[config.mk]
export PLATFORM = sky130hd
export DESIGN_NAME = grant_scheduler
export DESIGN_NICKNAME = d
export VERILOG_FILES = /design/src/rtl/grant_scheduler_pkg.sv /design/src/rtl/grant_scheduler_dec.sv /design/src/rtl/grant_scheduler.sv
export SDC_FILE = /design/constraint.sdc
export NUM_CORES = 1
export LEC_CHECK = 0
export BUFFER_PORTS_ARGS = -buffer_cell sky130_fd_sc_hd__buf_4
export CORE_AREA = 2 2 39 41
export CTS_BUF_LIST = sky130_fd_sc_hd__clkbuf_8
export DETAILED_ROUTE_END_ITERATION = 16
export DIE_AREA = 0 0 41 43
export HOLD_SLACK_MARGIN = 0.02
export SETUP_SLACK_MARGIN = 0.02
export SLEW_MARGIN = 20
export SYNTH_ARGS = -nofsm -noshare
export SYNTH_HDL_FRONTEND = slang
export SYNTH_HIERARCHICAL = 1
export SYNTH_SLANG_ARGS = --single-unit
[constraint.sdc]
create_clock -name clk -period 2.7 [get_ports clk]
set_input_delay 0.405 -clock clk [delete_from_list [all_inputs] [get_ports clk]]
set_output_delay 0.405 -clock clk [all_outputs]
set_load 0.02 [all_outputs]
[src/rtl/grant_scheduler_pkg.sv]
// grant_scheduler_pkg
//   Shared definitions for the grant scheduler: FSM state encoding,
//   requester count, index width, default hold limit and the
//   round-robin pick helper.
package grant_scheduler_pkg;

  localparam int N_REQ        = 4;
  localparam int IDX_W        = 2;
  localparam int MAX_HOLD_DEF = 8;

  typedef enum logic {
    IDLE  = 1'b0,
    GRANT = 1'b1
  } state_t;

  // First set request bit scanning ptr, ptr+1, ... modulo N_REQ.
  // The scan runs from the farthest offset down so the nearest hit wins.
  // Returns ptr when no bit is set; callers only use it with req nonzero.
  function automatic logic [IDX_W-1:0] rr_pick(input logic [N_REQ-1:0] req,
                                               input logic [IDX_W-1:0] ptr);
    logic [IDX_W-1:0] cand;
    rr_pick = ptr;
    for (int i = N_REQ - 1; i >= 0; i--) begin
      cand = ptr + IDX_W'(i);
      if (req[cand]) rr_pick = cand;
    end
  endfunction

endpackage

[src/rtl/grant_scheduler_dec.sv]
// dec2to4_en
//   Combinational 2-to-4 one-hot decoder with enable. Output is all-zero
//   when en is low.
// Ports:
//   idx  in   2  binary index
//   en   in   1  enable
//   dec  out  4  one-hot decode of idx, or zero
module dec2to4_en
  import grant_scheduler_pkg::*;
(
  input  logic [IDX_W-1:0] idx,
  input  logic             en,
  output logic [N_REQ-1:0] dec
);

  always_comb begin
    dec = '0;
    if (en) dec[idx] = 1'b1;
  end

endmodule

[src/rtl/grant_scheduler.sv]
// grant_scheduler
//   Round-robin single-owner grant scheduler for four requesters. An owner
//   keeps the grant while its request stays high; releasing moves the
//   priority pointer past it. A forced zero-grant cycle separates owners.
//   Optional feature macro: GRANT_TIMEOUT_EN -- limits a grant to MAX_HOLD
//   cycles and pulses timeout on forced release.
// Ports:
//   clk      in   1  clock, rising edge
//   rst_n    in   1  asynchronous active-low reset
//   req      in   4  request per requester
//   gnt      out  4  one-hot grant, zero when no owner
//   gnt_idx  out  2  index of the owner, 0 when no owner
//   busy     out  1  high while a grant is active
//   timeout  out  1  one-cycle pulse on forced release
//
// state | meaning
// IDLE  | no owner; next cycle grants the round-robin pick if any req is set
// GRANT | gnt_idx owns the resource until its req drops (or hold limit hits)
module grant_scheduler
  import grant_scheduler_pkg::*;
#(
  parameter int MAX_HOLD = MAX_HOLD_DEF
) (
  input  logic             clk,
  input  logic             rst_n,
  input  logic [N_REQ-1:0] req,
  output logic [N_REQ-1:0] gnt,
  output logic [IDX_W-1:0] gnt_idx,
  output logic             busy,
  output logic             timeout
);

  if (MAX_HOLD < 2 || MAX_HOLD > 255) begin : g_bad_hold
    $error("grant_scheduler: MAX_HOLD must be in 2..255");
  end

  state_t           state_q, state_d;
  logic [IDX_W-1:0] idx_q, idx_d;
  logic [IDX_W-1:0] ptr_q, ptr_d;

`ifdef GRANT_TIMEOUT_EN
  localparam logic [7:0] HOLD_LAST = 8'(MAX_HOLD - 1);
  logic [7:0] hold_q, hold_d;
  logic       timeout_q, timeout_d;
`endif

  always_ff @(posedge clk or negedge rst_n) begin
    if (!rst_n) begin
      state_q <= IDLE;
      idx_q   <= '0;
      ptr_q   <= '0;
    end else begin
      state_q <= state_d;
      idx_q   <= idx_d;
      ptr_q   <= ptr_d;
    end
  end

`ifdef GRANT_TIMEOUT_EN
  always_ff @(posedge clk or negedge rst_n) begin
    if (!rst_n) begin
      hold_q    <= '0;
      timeout_q <= 1'b0;
    end else begin
      hold_q    <= hold_d;
      timeout_q <= timeout_d;
    end
  end
`endif

  always_comb begin
    state_d = state_q;
    idx_d   = idx_q;
    ptr_d   = ptr_q;
`ifdef GRANT_TIMEOUT_EN
    hold_d    = hold_q;
    timeout_d = 1'b0;
`endif
    case (state_q)
      IDLE: begin
        if (|req) begin
          state_d = GRANT;
          idx_d   = rr_pick(req, ptr_q);
`ifdef GRANT_TIMEOUT_EN
          hold_d  = '0;
`endif
        end
      end
      GRANT: begin
        // Voluntary release is tested first so it wins over a same-cycle
        // timeout and leaves the timeout pulse low.
        if (!req[idx_q]) begin
          state_d = IDLE;
          ptr_d   = idx_q + IDX_W'(1);
          idx_d   = '0;
`ifdef GRANT_TIMEOUT_EN
        end else if (hold_q == HOLD_LAST) begin
          state_d   = IDLE;
          ptr_d     = idx_q + IDX_W'(1);
          idx_d     = '0;
          timeout_d = 1'b1;
        end else begin
          hold_d = hold_q + 8'd1;
`endif
        end
      end
      default: begin
        state_d = IDLE;
        idx_d   = '0;
      end
    endcase
  end

  assign busy    = (state_q == GRANT);
  assign gnt_idx = idx_q;

`ifdef GRANT_TIMEOUT_EN
  assign timeout = timeout_q;
`else
  assign timeout = 1'b0;
`endif

  // Decoder inputs are both register outputs, so gnt is glitch-free and
  // clears as soon as reset forces state_q to IDLE.
  dec2to4_en u_dec (
    .idx (idx_q),
    .en  (busy),
    .dec (gnt)
  );

endmodule

### Yosys cells after proc, flatten, opt, wreduce, memory -nomap -nowiden

Index checks and enable logic that the tools add are counted.
W data, S select, Z words.

* register bits after elaboration: 5
* word-level logic and storage cells: 44
* input port bits: 6
* output and inout port bits: 8

* bitwise gates (word level): 2
* muxes and demuxes: 23
* $lt $le $gt $ge: 6
* eq/ne operators: 2
* $add $sub $neg: 4
* reductions and logical operators: 4

Operator list (count)
* $lt A2 B3 Y1 const B: 5
* $mux W2: 6
* $bmux W1 S2: 5
* $mux W1: 8
* $add A2 B1 Y2 const B: 2
* $add A2 B2 Y2 const B: 2
* $mux W4: 1
* $ne A2 B2 Y1 const B: 2
* $pmux W2 S2: 1
* $reduce_and A2 Y1: 2
* $reduce_or A4 Y1: 1
* $demux W1 S2: 1
* $ge A2 B1 Y1 const B: 1
* $not A1 Y1: 2
* $pmux W1 S2: 1
* $logic_and A1 B1 Y1: 1

### Depth between registers and ports, before layout

* depth after elaboration: 9
* mapped depth: 4
* mapped depth without buffers: 4

### Modules after synthesis

Netlist, hierarchy kept.

Modules (own cells, without submodules)
* grant_scheduler: cells an instance 46, times used 1, seq. area each 125.1 um^2, area each 377.9 um^2
* dec2to4_en: cells an instance 4, times used 1, seq. area each 0.0 um^2, area each 37.5 um^2

### Worst setup path before layout

No wires, ideal clock.

* path kind: flip-flop to output port
* start: register state_q (netlist: busy)
* end: output port gnt[0]
* required time: 2.295 ns
* path buffers: 0
* stages on the path, launching flop included: 2
* slack: 1.341 ns
* arrival time: 0.954 ns
* cells stage by stage: dfrtp_1 nor3b_2

* word-level cells in the longest chain between the ends: 1

Ends and longest elaborated chain
* start: declaration: line grant_scheduler.sv:37 `state_t state_q, state_d;`
* start signal: assignment: line grant_scheduler.sv:53 `state_q <= state_d;`
* $mux W4: line grant_scheduler_dec.sv:18 `if (en) dec[idx] = 1'b1;`
* end: declaration: line grant_scheduler.sv:27 `output logic [N_REQ-1:0] gnt,`

Every way passes these cells.

### Worst setup path in the final report

* start: register idx_q[1] (netlist: gnt_idx[1])
* end: output port gnt[1]

* word-level cells in the longest chain between the ends: 5
* elaborated cells between the ends (all ways): 6
* those cells by class: order compare: 2; mux: 3; reduce/logical: 1

Ends and longest elaborated chain
* start: declaration: line grant_scheduler.sv:38 `logic [IDX_W-1:0] idx_q, idx_d;`
* start signal: assignment: line grant_scheduler.sv:54 `idx_q <= idx_d;`
* $lt A2 B3 Y1 (implied by the code) or $ge A2 B1 Y1 (tied branches): line grant_scheduler_dec.sv:18
* $logic_and A1 B1 Y1 (implied by the code): line grant_scheduler_dec.sv:18
* $mux W1 (implied by the code): line grant_scheduler_dec.sv:18
* $demux W1 S2 (*)
* $mux W4 (*): line grant_scheduler_dec.sv:18

Every way passes the cells marked *; elsewhere a longest branch is shown, timed or not.

==> results.sh <==
export IMPL_ys_types=23
export IMPL_numCtsBuffers=3
export IMPL_regArea_um2=125.1
export IMPL_finalNetCount=73
export IMPL_p_per_area_nw_per_um2=1171
export IMPL_worst_path_dominant_cell_family="flip-flops"
export IMPL_antennaDiodeCount=0
export IMPL_fmax_mhz=642.4
export IMPL_num_rows=14
export IMPL_synth_net_count=56
export IMPL_worst_path_buf_inv=1
export IMPL_endpoint_kind="output pin"
export IMPL_grt_ovfl_total=0
export IMPL_grt_pass1_vias=349
export IMPL_antenna_left=0
export IMPL_cts_root_buf="clkbuf_8"
export IMPL_clock_skew_ps=2.944
export IMPL_first_iter_violations=7
export IMPL_finish_instance_area_um2=573.1
export IMPL_period_share_pct=57.66
export IMPL_outcome="completed"
export IMPL_critPathMaxStageDelay_ps=550
export IMPL_finalHoldViolations=0
export IMPL_post_dp_cell_area_um2=518.0
export IMPL_multiInputGateArea_um2=267.8
export IMPL_dp_hpwl_um=717
export IMPL_setup_viol=0
export IMPL_worst_setup_path_start_kind="register"
export IMPL_start_util_pct=30.02
export IMPL_ys_ff_latch=5
export IMPL_cts_max_level=1
export IMPL_layout_drive_gt1_share_pct=28.79
export IMPL_yosysSeqAreaShare_pct=30.12
export IMPL_maxCapViolCount=0
export IMPL_fin_util_pct=41.41
export IMPL_drv_slew=0
export IMPL_timing_final_ws_setup_ps=1143
export IMPL_numPortBuffers=12
export IMPL_avgViaCountPerCell=5.317
export IMPL_finalWirelength_mm=1.036
export IMPL_clk_pin_slew_ps=40
export IMPL_rsz0062_at_grt="no"
export IMPL_antenna_found_initial=0
export IMPL_clk_latency_ps=220
export IMPL_syn2layout_area_growth_pct=37.95
export IMPL_cts_resized_gates=0
export IMPL_cts_tree="yes"
export IMPL_irDropWorstVdd_v=0.0003429
export IMPL_die_w_um=41
export IMPL_ys_warn_count=6
export IMPL_die_y_um=43
export IMPL_min_path_type="input pin to register"
export IMPL_core_um2=1384
export IMPL_grt_usage_pct=12.89
export IMPL_fillerInstances=142
export IMPL_cts_sinks=5
export IMPL_grt_pass1_wl_mm=1.518
export IMPL_routedWlPerCell_um=12.63
export IMPL_grt_start_max_net_pins=13
export IMPL_required_ps=2300
export IMPL_cts_path_max_buffers=2
export IMPL_first_pass_iters=4
export IMPL_die_area_um2=1763
export IMPL_cp_max_fo=12
export IMPL_worst_setup_path_type="register to output pin"
export IMPL_crit_chain="and3b_1, buf_4"
export IMPL_synth_area_um2=415.4
export IMPL_setup_tns_final_ps=0
export IMPL_ioPinCount=14
export IMPL_period_minus_slack_ps=1557
export IMPL_slowest_stage="dfrtp_1"
export IMPL_synthCells=50
export IMPL_place_ws_ps=1393
export IMPL_arrival_ps=1150
export IMPL_avgSynthCellArea_um2=8.308
export IMPL_vias=436
export IMPL_globalplace_congestion=0.8268
export IMPL_p_leak_nw=0.2762
export IMPL_drc=0
## report_power, final
part / internal [W] / leakage [nW] / switching [W]
Sequential: 0.000110 / 0.0584 / 0.0000896
Clock: 0.0000977 / 0.0269 / 0.0000392
Combinational: 0.000165 / 0.191 / 0.000170
Total: 0.000373 / 0.276 / 0.000298
## repair_timing
action | 4_1_cts | 5_1_grt
endpoints found under the hold margin | 5 | 0
buffers inserted | 0 | 0
hold buffers | 1 | 0
## cell type report
cell class              instances  area share [%]
multi-input cells              40           46.72
repair buffers                 13           17.47
inverters                       4           2.620
clock inverters                 1          0.6550
flip-flops and latches          5           21.83
clock buffers                   3           7.205
well taps                      16           3.493
## cell families after synthesis
family / share of synthesized area [%]
mux: 4.819
flops: 30.12
buf+inv: 5.421
simple gates: 23.50
other cells: 0.9027
compound gates: 35.24
## flip-flops by register name, indices dropped and copies added (netlist names)
signal   cells
gnt_idx      2
busy         1
ptr_q        2
## synthesized netlist by cell type
cell / count / area [um2]
a21o_1: 1 / 7.510
and3_2: 1 / 7.510
inv_1: 3 / 11.26
buf_4: 1 / 7.510
nor3b_2: 1 / 12.51
conb_1: 1 / 3.750
inv_2: 1 / 3.750
o22ai_1: 1 / 6.260
and3b_1: 2 / 17.52
a221oi_1: 2 / 17.52
a22oi_1: 1 / 7.510
o41ai_4: 1 / 27.53
nand3_1: 3 / 15.01
nand2_1: 5 / 18.77
mux2i_1: 2 / 20.02
dfrtp_1: 5 / 125.1
o31ai_1: 2 / 15.01
a21oi_1: 5 / 25.02
nor2b_1: 1 / 6.260
nor2_1: 2 / 7.510
o211ai_1: 2 / 15.01
nand2b_1: 2 / 12.51
o21ai_0: 5 / 25.02
## metal layers
metal / part of all wire, % / wire [um] / GRT usage, % / vias to the layer above
met4: 2.2 / 23 / 8.000 / 0
met5: 0 / 0 / 0 / -
met3: 6.4 / 66 / 3.141 / 2
met1: 47 / 489 / 17.53 / 194
met2: 44 / 456 / 17.50 / 23
li1: - / - / - / 217
## through the flow
| step | hold WS [ps] | total power, W | cells |
|---|---|---|---|
| 6_report | 491.5 | 0.0006713 | 82 |
| 4_1_cts | 492.7 | 0.0006749 | 82 |
| 2_1_floorplan | 109.4 | 0.0004046 | 50 |
| 3_3_place_gp | 208.9 | 0.0005348 | 77 |
| 3_5_place_dp | 208.4 | 0.0005310 | 77 |
| 5_1_grt | 525.0 | 0.0007204 | 82 |
## layout by cell type, fill, tap and decap left out, drive strengths merged, types with 2 or more instances in the layout
cell type / instances
nand2b: 2
nor2: 2
clkbuf: 3
and3b: 2
buf: 12
o21ai: 5
o211ai: 2
nand2: 5
nand3: 3
dfrtp: 5
a21oi: 5
a221oi: 2
mux2i: 2
inv: 5
o31ai: 2
## worst register-to-register path, stage by stage, from the launching register on
cell	delay (ps)
dfrtp_1	530
inv_1	170
o21ai_0	160
o21ai_0	100
a21o_1	200
## final timing paths
kind	start	to	slack, ps	depth (start not counted)
setup / recovery	gnt_idx[1]	gnt[1]	1140	2
hold / removal	req[2]	busy	490	3
min in group asynchronous	rst_n	busy	520	2
max in group asynchronous	rst_n	gnt_idx[0]	2080	2
hold reg to reg	ptr_q[0]	ptr_q[0]	600	2
setup reg to reg	busy	ptr_q[1]	1430	4
No activity file was read; power rests on OpenSTA's default activity.
